--- config.mk ---
export PLATFORM = sky130hd
export DESIGN_NAME = pipe_stage_reg
export DESIGN_NICKNAME = d
export VERILOG_FILES = /design/src/rtl/pipe_stage_reg.sv
export SDC_FILE = /design/constraint.sdc
export NUM_CORES = 1
export LEC_CHECK = 0
export BUFFER_PORTS_ARGS = -buffer_cell sky130_fd_sc_hd__buf_2
export CAP_MARGIN = 25
export CELL_PAD_IN_SITES_DETAIL_PLACEMENT = 2
export CELL_PAD_IN_SITES_GLOBAL_PLACEMENT = 2
export CORE_UTILIZATION = 25
export CTS_CLUSTER_DIAMETER = 120
export DETAILED_ROUTE_END_ITERATION = 10
export PLACE_DENSITY = 0.6
export SYNTH_ARGS = -nofsm -noshare
export SYNTH_HDL_FRONTEND = slang
export SYNTH_SLANG_ARGS = --single-unit
--- constraint.sdc ---
create_clock -name clk -period 5.23 [get_ports clk]
set_input_delay 1.046 -clock clk [delete_from_list [all_inputs] [get_ports clk]]
set_output_delay 1.046 -clock clk [all_outputs]
set_load 0.005 [all_outputs]
--- src/rtl/pipe_stage_reg.sv ---
// pipe_stage_reg: parametrised valid/ready pipeline stage register with a
// 2-entry skid buffer, synchronous flush, and NOP bubbles.
//
// Ports:
//   clk        clock; all state updates on the rising edge
//   rst        synchronous, active-low reset
//   flush      synchronous kill of held and incoming beats
//   up_valid   upstream beat valid
//   up_ready   stage can accept a beat this cycle (registered)
//   up_pc4     upstream PC+4          [XLEN-1:0]
//   up_instr   upstream instruction   [ILEN-1:0]
//   up_side    upstream sideband      [SIDE_W-1:0]
//   dn_valid   downstream beat valid
//   dn_ready   downstream accepts the beat
//   dn_pc4     held PC+4 (0 when dn_valid=0)
//   dn_instr   held instruction (NOP_INSTR when dn_valid=0)
//   dn_side    held sideband (0 when dn_valid=0)
//
// Optional feature, macro PIPE_STAGE_STATS_EN:
//   stall_cnt  [31:0] cycles with dn_valid=1 & dn_ready=0 (wraps)
//   flush_cnt  [31:0] cycles with flush=1 and any entry valid (wraps)
//
// Handshake: a beat moves on a side when valid and ready are both high at
// the rising edge. A producer holding valid keeps its payload stable until
// it is accepted. up_ready comes only from the skid register, so there is
// no combinational path from dn_ready to up_ready.
//
// State is carried by the two valid bits: EMPTY (none), ONE (main only),
// TWO (main and skid). It is observable as {~up_ready, dn_valid}.

module pipe_stage_reg #(
    parameter int               XLEN      = 32,
    parameter int               ILEN      = 32,
    parameter int               SIDE_W    = 2,
    parameter logic [ILEN-1:0]  NOP_INSTR = 32'h00000013
) (
    input  logic              clk,
    input  logic              rst,
    input  logic              flush,
    input  logic              up_valid,
    output logic              up_ready,
    input  logic [XLEN-1:0]   up_pc4,
    input  logic [ILEN-1:0]   up_instr,
    input  logic [SIDE_W-1:0] up_side,
    output logic              dn_valid,
    input  logic              dn_ready,
    output logic [XLEN-1:0]   dn_pc4,
    output logic [ILEN-1:0]   dn_instr,
    output logic [SIDE_W-1:0] dn_side
`ifdef PIPE_STAGE_STATS_EN
    ,
    output logic [31:0]       stall_cnt,
    output logic [31:0]       flush_cnt
`endif
);

    // Main entry drives the downstream outputs.
    logic              main_valid;
    logic [XLEN-1:0]   main_pc4;
    logic [ILEN-1:0]   main_instr;
    logic [SIDE_W-1:0] main_side;

    // Skid entry catches the beat accepted while downstream is stalled.
    logic              skid_valid;
    logic [XLEN-1:0]   skid_pc4;
    logic [ILEN-1:0]   skid_instr;
    logic [SIDE_W-1:0] skid_side;

    logic up_fire;
    logic dn_fire;

    assign up_ready = ~skid_valid;
    assign dn_valid = main_valid;
    assign up_fire  = up_valid & up_ready;
    assign dn_fire  = main_valid & dn_ready;

    // Payload registers are not reset: they are only observed through the
    // valid bits, which are.
    always_ff @(posedge clk) begin
        if (!rst) begin
            main_valid <= 1'b0;
            skid_valid <= 1'b0;
        end else if (flush) begin
            // Incoming beat is dropped; a same-cycle dn_fire is simply lost
            // from the stage, which is what downstream expects.
            main_valid <= 1'b0;
            skid_valid <= 1'b0;
        end else if (skid_valid) begin
            // TWO: up_ready is low, so only the drain can happen.
            if (dn_fire) begin
                main_pc4   <= skid_pc4;
                main_instr <= skid_instr;
                main_side  <= skid_side;
                skid_valid <= 1'b0;
            end
        end else if (main_valid) begin
            // ONE
            if (up_fire && dn_fire) begin
                main_pc4   <= up_pc4;
                main_instr <= up_instr;
                main_side  <= up_side;
            end else if (up_fire) begin
                skid_pc4   <= up_pc4;
                skid_instr <= up_instr;
                skid_side  <= up_side;
                skid_valid <= 1'b1;
            end else if (dn_fire) begin
                main_valid <= 1'b0;
            end
        end else if (up_fire) begin
            // EMPTY
            main_pc4   <= up_pc4;
            main_instr <= up_instr;
            main_side  <= up_side;
            main_valid <= 1'b1;
        end
    end

    // Bubbles present a canonical NOP with zeroed pc4/sideband.
    assign dn_pc4   = main_valid ? main_pc4   : '0;
    assign dn_instr = main_valid ? main_instr : NOP_INSTR;
    assign dn_side  = main_valid ? main_side  : '0;

`ifdef PIPE_STAGE_STATS_EN
    always_ff @(posedge clk) begin
        if (!rst) begin
            stall_cnt <= 32'd0;
            flush_cnt <= 32'd0;
        end else begin
            if (main_valid && !dn_ready) begin
                stall_cnt <= stall_cnt + 32'd1;
            end
            if (flush && (main_valid || skid_valid)) begin
                flush_cnt <= flush_cnt + 32'd1;
            end
        end
    end
`endif

endmodule

Word level (Yosys, flattened, before mapping) --
Cells that the tools add are included.
Storage, ports and cells: bits in registers 134, word-level logic and storage cells 47, bits of input ports 71, output and inout bits 68
Cells by class: reductions and logical operators 5, mux-type cells 26, eq/ne operators 2, bitwise logic cells 6
Operators by type and width (number):
- 2-to-1 mux 32 bit | 12
- 2-to-1 mux 2 bit | 6
- 2-to-1 mux 1 bit | 8
- AND reduction 6 bit | 1
- AND reduction 5 bit | 1
- inverter 1 bit | 4
- inequality test 3 x 1 -> 1 bit, second input constant | 1
- nonzero test 3 bit | 1
- AND 1 bit | 2
- inequality test 2 x 1 -> 1 bit, second input constant | 1
- OR reduction 2 bit | 1
- logical AND 1 bit | 1

Logic depth before layout (Yosys ltp) --
Gate-level depths: netlist (run 1).
depth in word-level cells 6, mapped depth 5, mapped depth without buffers 3

Least setup slack after synthesis (run 1) --
Ideal clock, no wire load.
path type input port to flip-flop, from input port flush, to register main_instr[0] (enable), slack 0.860 ns, data arrival time 3.891 ns, data required time 4.752 ns, setup time 0.478 ns, path buffers 0, cell stages on the path 2, cells stage by stage nand2b_1 -> nor3_2
Between the ends: word-level cells in the longest chain between the ends 2
RTL lines:
- from (decl) | line 39 | input logic flush,
- inverter 1 bit (no source line)
- AND reduction 5 bit (no source line)
- to (signal assigned) | line 92 | main_instr <= skid_instr;
- to (signal assigned) | line 100 | main_instr <= up_instr;
- to (signal assigned) | line 113 | main_instr <= up_instr;
- to (decl) | line 60 | logic [ILEN-1:0] main_instr;
No other way between the ends. A chain may end at the register's enable or synchronous reset.

Worst setup path after layout (run 1) --
from register main_valid (netlist: dn_valid), to output port dn_instr[28]
Between the ends: word-level cells in the longest chain between the ends 1
RTL lines:
- from (decl) | line 58 | logic main_valid;
- from (signal assigned) | line 81 | main_valid <= 1'b0;
- from (signal assigned) | line 86 | main_valid <= 1'b0;
- from (signal assigned) | line 108 | main_valid <= 1'b0;
- 2-to-1 mux 32 bit | line 121 | assign dn_instr = main_valid ? main_instr : NOP_INSTR;
- to (decl) | line 48 | output logic [ILEN-1:0] dn_instr,
No other way between the ends.

==> results.tsv, run 1 <==
stage	metric	value	unit
run_status	outcome	completed	
sta	unrepaired setup endpoints after global routing	no	
route	First-pass DRT Iterations	4	
clock_tree	cts repair resizes	0	
clock_tree	CTS root buffer	clkbuf_16	
route	Via Count	2967	
route	drt drc	0	
synth	Yosys top cell area share	69.6	%
setup_path	CP Data Required Time	4.18	ns
setup_path	Setup crit end kind	primary output	
sta	Worst Clk Skew	0.00769	ns
pwr	P_leak	0.00283	uW
clock_tree	clk_lat worst skew	0.41	ns
setup_path	Worst Path Buf+Inv	2	
placement	placed cell areas	0.00661	mm^2
sta	Rel. slew slack	38.2	%
synth	top-count cell post-synth	edfxtp_1	
grt	global-route wire length before repair	18700	um
synth	Post-Syn Instances	294	
placement	I/O Buffers	138	
min_path	worst hold path class	flip-flop to flip-flop	
synth	synth cell count leaders	edfxtp_1, mux2_4, and2_1	
sta	TNS Setup	0	ns
sta	actual slew at the worst max-slew pin	0.926	ns
floorplan	Initial Util	25.8	%
floorplan	Die X	153	um
setup_path	crit start category	flip-flop	
route	vias per cell	4.05	
synth	number of synthesized flops with an enable pin	132	
sta	post-layout minimum cycle time	2.67	ns
layout	Post-Layout Inst Area	0.00720	mm^2
pwr	Clock Power Share	47.2	%
pwr	Psw	517	uW
route	WL final	11800	um
synth	Synth Cell Area	0.00569	mm^2
min_path	worst hold stages	1	
pwr	VDD IR max	0.000196	V
clock_tree	buffer depth of the longest clock path	2	
synth	Synth warnings	0	
sta	Period Utilization, post-route	51.0	%
grt	vias in the first global route	3350	
synth	sequential element share of the synthesized area	70.3	%
grt	GRT Overall Usage	10.6	%
floorplan	full die area	0.0234	mm^2
pwr	internal power	2020	uW
pwr	Comb power frac	5.1	%
pwr	P per Cell Area	353	mW/mm^2
synth	Post-synth ARST share	0	%
sta	Fin. Hold Viols	0	
clock_tree	H-tree levels	4	
clock_tree	Num CTS Buffers	17	
synth	syn_nets	365	
layout	P&R area growth vs syn	26.4	%
floorplan	Top Ports	139	
synth	Area contributors post-synth	edfxtp_1, mux2_4, and2_1	
run	max-cap viol count	0	
synth	Seq cells post-synth	134	
grt	antenna violations before repair	0	
min_path	hold_sp	skid_pc4[12]	
layout	share of cells above drive strength 1	54.2	%
grt	busiest grt layer	met2	
floorplan	total core area	0.0221	mm^2
clock_tree	clock-pin slew on the worst setup and hold paths	0.06	ns
grt	pin count of the biggest net entering global routing	67	
route	initial drt markers	124	
grt	grt met1 use	12.6	%
setup_path	WP data arrival	1.62	ns
pwr	sequential share of power	47.6	%
setup_path	Top delay family on crit path	flip-flops	
setup_path	R2R Path End	main_instr[25]	
floorplan	std cell rows	54	
grt	M3 GR Usage	4.00	%
layout	n_diodes	0	
setup_path	Critical Setup Path Class	flip-flop to primary output	
placement	detailed placement HPWL	7800	um
min_path	Hold EP	main_pc4[12]	
sta	number of setup violations in the final report	0	
setup_path	reg2reg start	skid_valid	
synth	syn avg cell area	19.4	um^2
grt	Congestion Overflow GR	0	
clock_tree	hold_buf cts	0	
synth	ys flop type	edfxtp_1	
floorplan	Die H	153	um
sta	FMAX	0.375	GHz
setup_path	r2r worst-path depth	3	
pwr	Net Sw Frac	20.4	%
setup_path	Critical-path top delay cell	dfxtp_2	
layout	# fillers	2273	
clock_tree	Setup Buffers After CTS	0	
setup_path	Reg2Reg Setup Slack	2.89	ns
route	Final ANT Viol Nets	0	
synth	largest area contributor in the netlist	edfxtp_1	
route	WL per Instance	16.1	um
setup_path	Worst Path Max Fanout	46	
grt	GR Util met2	17.8	%
placement	routability congestion estimate	0.656	
clock_tree	clock sink total	134	
synth	synth unique cells	19	
setup_path	CP max stage delay	0.62	ns
layout	final net count	512	
clock_tree	CTS tree	done	
setup_path	crit-path cells	buf_12, and2_1, buf_2	
sta	Pins Over Slew Limit	0	
[worst max-delay path by stage]
stage / startpoint / end / slack, ns / cells past startpoint
global placement: flush / main_instr[10] / 2.40 / 4
CTS: dn_valid / dn_side[0] / 2.46 / 3
global route: dn_valid / dn_side[0] / 2.40 / 3
finish: dn_valid / dn_instr[28] / 2.56 / 3
floorplan: flush / main_instr[0] / 0.86 / 2
detailed placement: flush / main_instr[19] / 2.29 / 4
[power by group through the flow]
stage / combinational (uW) / clock (uW) / sequential (uW)
floorplan: 75.9 / 0 / 1230
global placement: 124 / 0 / 1240
detailed placement: 135 / 0 / 1230
CTS: 135 / 1250 / 1210
global route: 143 / 1290 / 1210
finish: 130 / 1200 / 1210
[cells in the final DEF (no fill, tap or decap), drive strengths merged]
master / count
buf: 143
nand2b: 3
edfxtp: 132
clkbuf: 18
mux2: 66
clkinv: 7
clkinvlp: 1
nor3: 1
or2b: 1
and2: 63
dfxtp: 2
a211oi: 1
nor4b: 1
bufinv: 3
nand2: 1
nor2: 2
a21oi: 3
o21ai: 1
inv: 3
[flip-flops by register name, indices dropped and copies added (netlist names)]
signal,flops
main_instr,32
skid_valid,1
skid_instr,32
skid_pc4,32
main_side,2
dn_valid,1
main_pc4,32
skid_side,2
[through the flow]
| step | utilization, % | setup slack [ns] | total power [uW] | hold slack, ns | cells |
|---|---|---|---|---|---|
| floorplan | - | 0.860 | 1310 | 0.527 | 294 |
| global placement | 29.8 | 2.40 | 1360 | 0.531 | 701 |
| detailed placement | 29.9 | 2.29 | 1370 | 0.536 | 702 |
| CTS | 32.6 | 2.46 | 2600 | 0.545 | 732 |
| global route | 32.6 | 2.40 | 2650 | 0.562 | 732 |
| finish | 32.6 | 2.56 | 2540 | 0.538 | 732 |
[metal layers]
metal,part of all wire (%),vias up
met5,0,-
met1,44,1492
met4,0.88,0
met3,5.8,6
met2,49,86
li1,-,1383
[cell families (layout without fill, tap and decap cells)]
group,count (synthesis),after routing,share of synthesized area (%)
compound gates,5,5,0.703
flops,134,134,70.3
buf+inv,17,175,3.38
mux,66,66,17.4
simple gates,72,72,8.18
[layout make-up]
| class | count | area (um^2) | area share (%) |
|---|---|---|---|
| well taps | 280 | 350 | 4.87 |
| clock inverters | 12 | 156 | 2.17 |
| multi-input cells | 143 | 1500 | 20.9 |
| flip-flops and latches | 134 | 4010 | 55.7 |
| clock buffers | 18 | 429 | 5.96 |
| inverters | 2 | 7.51 | 0.104 |
| repair buffers | 143 | 741 | 10.3 |
[worst reg2reg max path, delay by kind of cell (launching register included)]
family                 cells  cell delay (ns)
flip-flops                 1             0.77
AND/OR/NAND/NOR            2             0.40
buffers and inverters      1             0.73
No activity file was read; power rests on OpenSTA's default activity.
==> inputs of run 2 (changes only) <==
--- a/config.mk
+++ b/config.mk
@@ -12,7 +12,7 @@
 export CORE_UTILIZATION = 25
 export CTS_CLUSTER_DIAMETER = 120
 export DETAILED_ROUTE_END_ITERATION = 10
-export PLACE_DENSITY = 0.6
+export PLACE_DENSITY = 0.62
 export SYNTH_ARGS = -nofsm -noshare
 export SYNTH_HDL_FRONTEND = slang
 export SYNTH_SLANG_ARGS = --single-unit
==> constraint.sdc (replaced) <==
create_clock -name clk -period 2.3 [get_ports clk]
set_input_delay 0.46 -clock clk [delete_from_list [all_inputs] [get_ports clk]]
set_output_delay 0.46 -clock clk [all_outputs]
set_load 0.005 [all_outputs]
==> run 2 against run 1 <==
- cell count up 0.82%
- clock power grew to 2.5 times the previous value
- hold slack worse by 0.30 ns
- count of clock-buffer cells in the layout is 1 lower
- clock skew decreased by 0.0013 ns
- sequential power increased by 130%
- non-clock buffer count up 4
- sequential cell count is the same
- sequential share of layout area down 0.90 points
- setup slack got worse by 2.4 ns
- largest power group is now clock
==> results.tsv, run 2 (synthesis results as in run 1) <==
stage	metric	value	unit
layout	final cell count without fillers	738	
floorplan	Top Ports	139	
sta	Rel. slew slack	63.9	%
clock_tree	buffer depth of the longest clock path	2	
layout	most common cell after layout, fill and taps aside	buf_2	
clock_tree	Setup Buffers After CTS	0	
floorplan	Initial Util	25.8	%
min_path	worst hold path class	primary input to flip-flop	
clock_tree	clock-pin slew on the worst setup and hold paths	0.06	ns
pwr	P_leak	0.00289	uW
setup_path	Critical-path top delay cell	dfxtp_2	
sta	number of setup violations in the final report	0	
placement	placed cell areas	0.00666	mm^2
layout	P&R area growth vs syn	28.5	%
clock_tree	Num CTS Buffers	17	
clock_tree	clock sink total	134	
clock_tree	CTS root buffer	clkbuf_16	
sta	actual slew at the worst max-slew pin	0.542	ns
pwr	VDD IR max	0.000454	V
grt	pin count of the biggest net entering global routing	47	
setup_path	CP Data Required Time	1.84	ns
clock_tree	cts repair resizes	0	
clock_tree	clk_lat worst skew	0.41	ns
route	drt drc	0	
floorplan	total core area	0.0221	mm^2
setup_path	crit-path cells	buf_4, and2_1, buf_2	
floorplan	Die X	153	um
route	vias per cell	4.04	
sta	final hold slack	0.236	ns
grt	Congestion Overflow GR	0	
layout	final net count	516	
route	Via Count	2981	
sta	post-layout minimum cycle time	2.11	ns
sta	unrepaired setup endpoints after global routing	no	
floorplan	std cell rows	54	
floorplan	full die area	0.0234	mm^2
layout	n_diodes	0	
setup_path	WP data arrival	1.65	ns
sta	Worst Clk Skew	0.00634	ns
route	initial drt markers	77	
sta	Period Utilization, post-route	91.6	%
clock_tree	CTS tree	done	
sta	Pins Over Slew Limit	0	
pwr	Pwr Total	6070	uW
run_status	outcome	completed	
layout	Post-Layout Inst Area	0.00731	mm^2
sta	Fin. Hold Viols	0	
route	First-pass DRT Iterations	4	
sta	FMAX	0.475	GHz
placement	I/O Buffers	138	
grt	antenna violations before repair	1	
layout	# fillers	2252	
sta	TNS Setup	0	ns
setup_path	Critical Setup Path Class	flip-flop to primary output	
route	Final ANT Viol Nets	0	
grt	GRT Overall Usage	11.1	%
layout	share of cells above drive strength 1	55.0	%
grt	vias in the first global route	3362	
placement	Cells after DPL	706	
setup_path	CP max stage delay	0.53	ns
pwr	P per Cell Area	830	mW/mm^2
run	max-cap viol count	0	
placement	detailed placement HPWL	8620	um
floorplan	Die H	153	um
layout	most frequent cells in the layout	buf_2, edfxtp_1, mux2_4, and2_1, clkbuf_16	
route	WL final	12300	um
grt	global-route wire length before repair	19300	um
placement	routability congestion estimate	0.680	
setup_path	Worst Path Max Fanout	35	
route	WL per Instance	16.6	um
clock_tree	H-tree levels	4	
clock_tree	hold_buf cts	0	
setup_path	Setup crit end kind	primary output	
setup_path	crit start category	flip-flop	
run 2: changes by cell type in the layout (fill, tap and decap cells not counted), sizes merged:
cell | before | now
bufinv | 3 | 5
clkbuf | 18 | 17
inv | 3 | 4
buf | 143 | 147
run 2: metrics by stage:
step,setup WS [ns],util (%)
after floorplan,-0.977,-
after global placement,0.473,30.1
after detailed placement,0.433,30.1
after CTS,0.0709,33.1
after global routing,0.0313,33.1
final,0.193,33.1
run 2: layout make-up:
class                   instances  area (um^2)  area share, %
flip-flops and latches        134         4010           54.8
multi-input cells             143         1510           20.7
clock inverters                15          228           3.11
inverters                       2         7.51          0.103
clock buffers                  17          425           5.82
well taps                     280          350           4.79
repair buffers                147          783           10.7
run 2: critical path: cells and delay by family (launching register included):
family                 cells  cell delay [ns]
flip-flops                 1             0.53
AND/OR/NAND/NOR            1             0.20
buffers and inverters      2             0.49
run 2: routing by layer:
metal | part of all wire [%] | track usage, %
met3 | 5.0 | 3.46
met4 | 1.1 | 4.04
met2 | 52 | 19.3
met1 | 42 | 12.8
met5 | 0 | 0
run 2: worst paths after layout:
| path | startpoint | to | slack (ns) | cells past startpoint |
|---|---|---|---|---|
| max reg2reg | skid_valid | main_instr[21] | 0.47 | 2 |
| max | dn_valid | dn_instr[30] | 0.19 | 3 |
| min reg2reg | skid_instr[26] | main_instr[26] | 0.55 | 1 |
| min | up_instr[4] | skid_instr[4] | 0.24 | 1 |
run 2: power breakdown:
group | internal (uW) | switching [uW] | leakage, uW
clock | 1930 | 1080 | 0.000315
combinational | 176 | 129 | 0.00136
sequential | 2730 | 16.2 | 0.00122
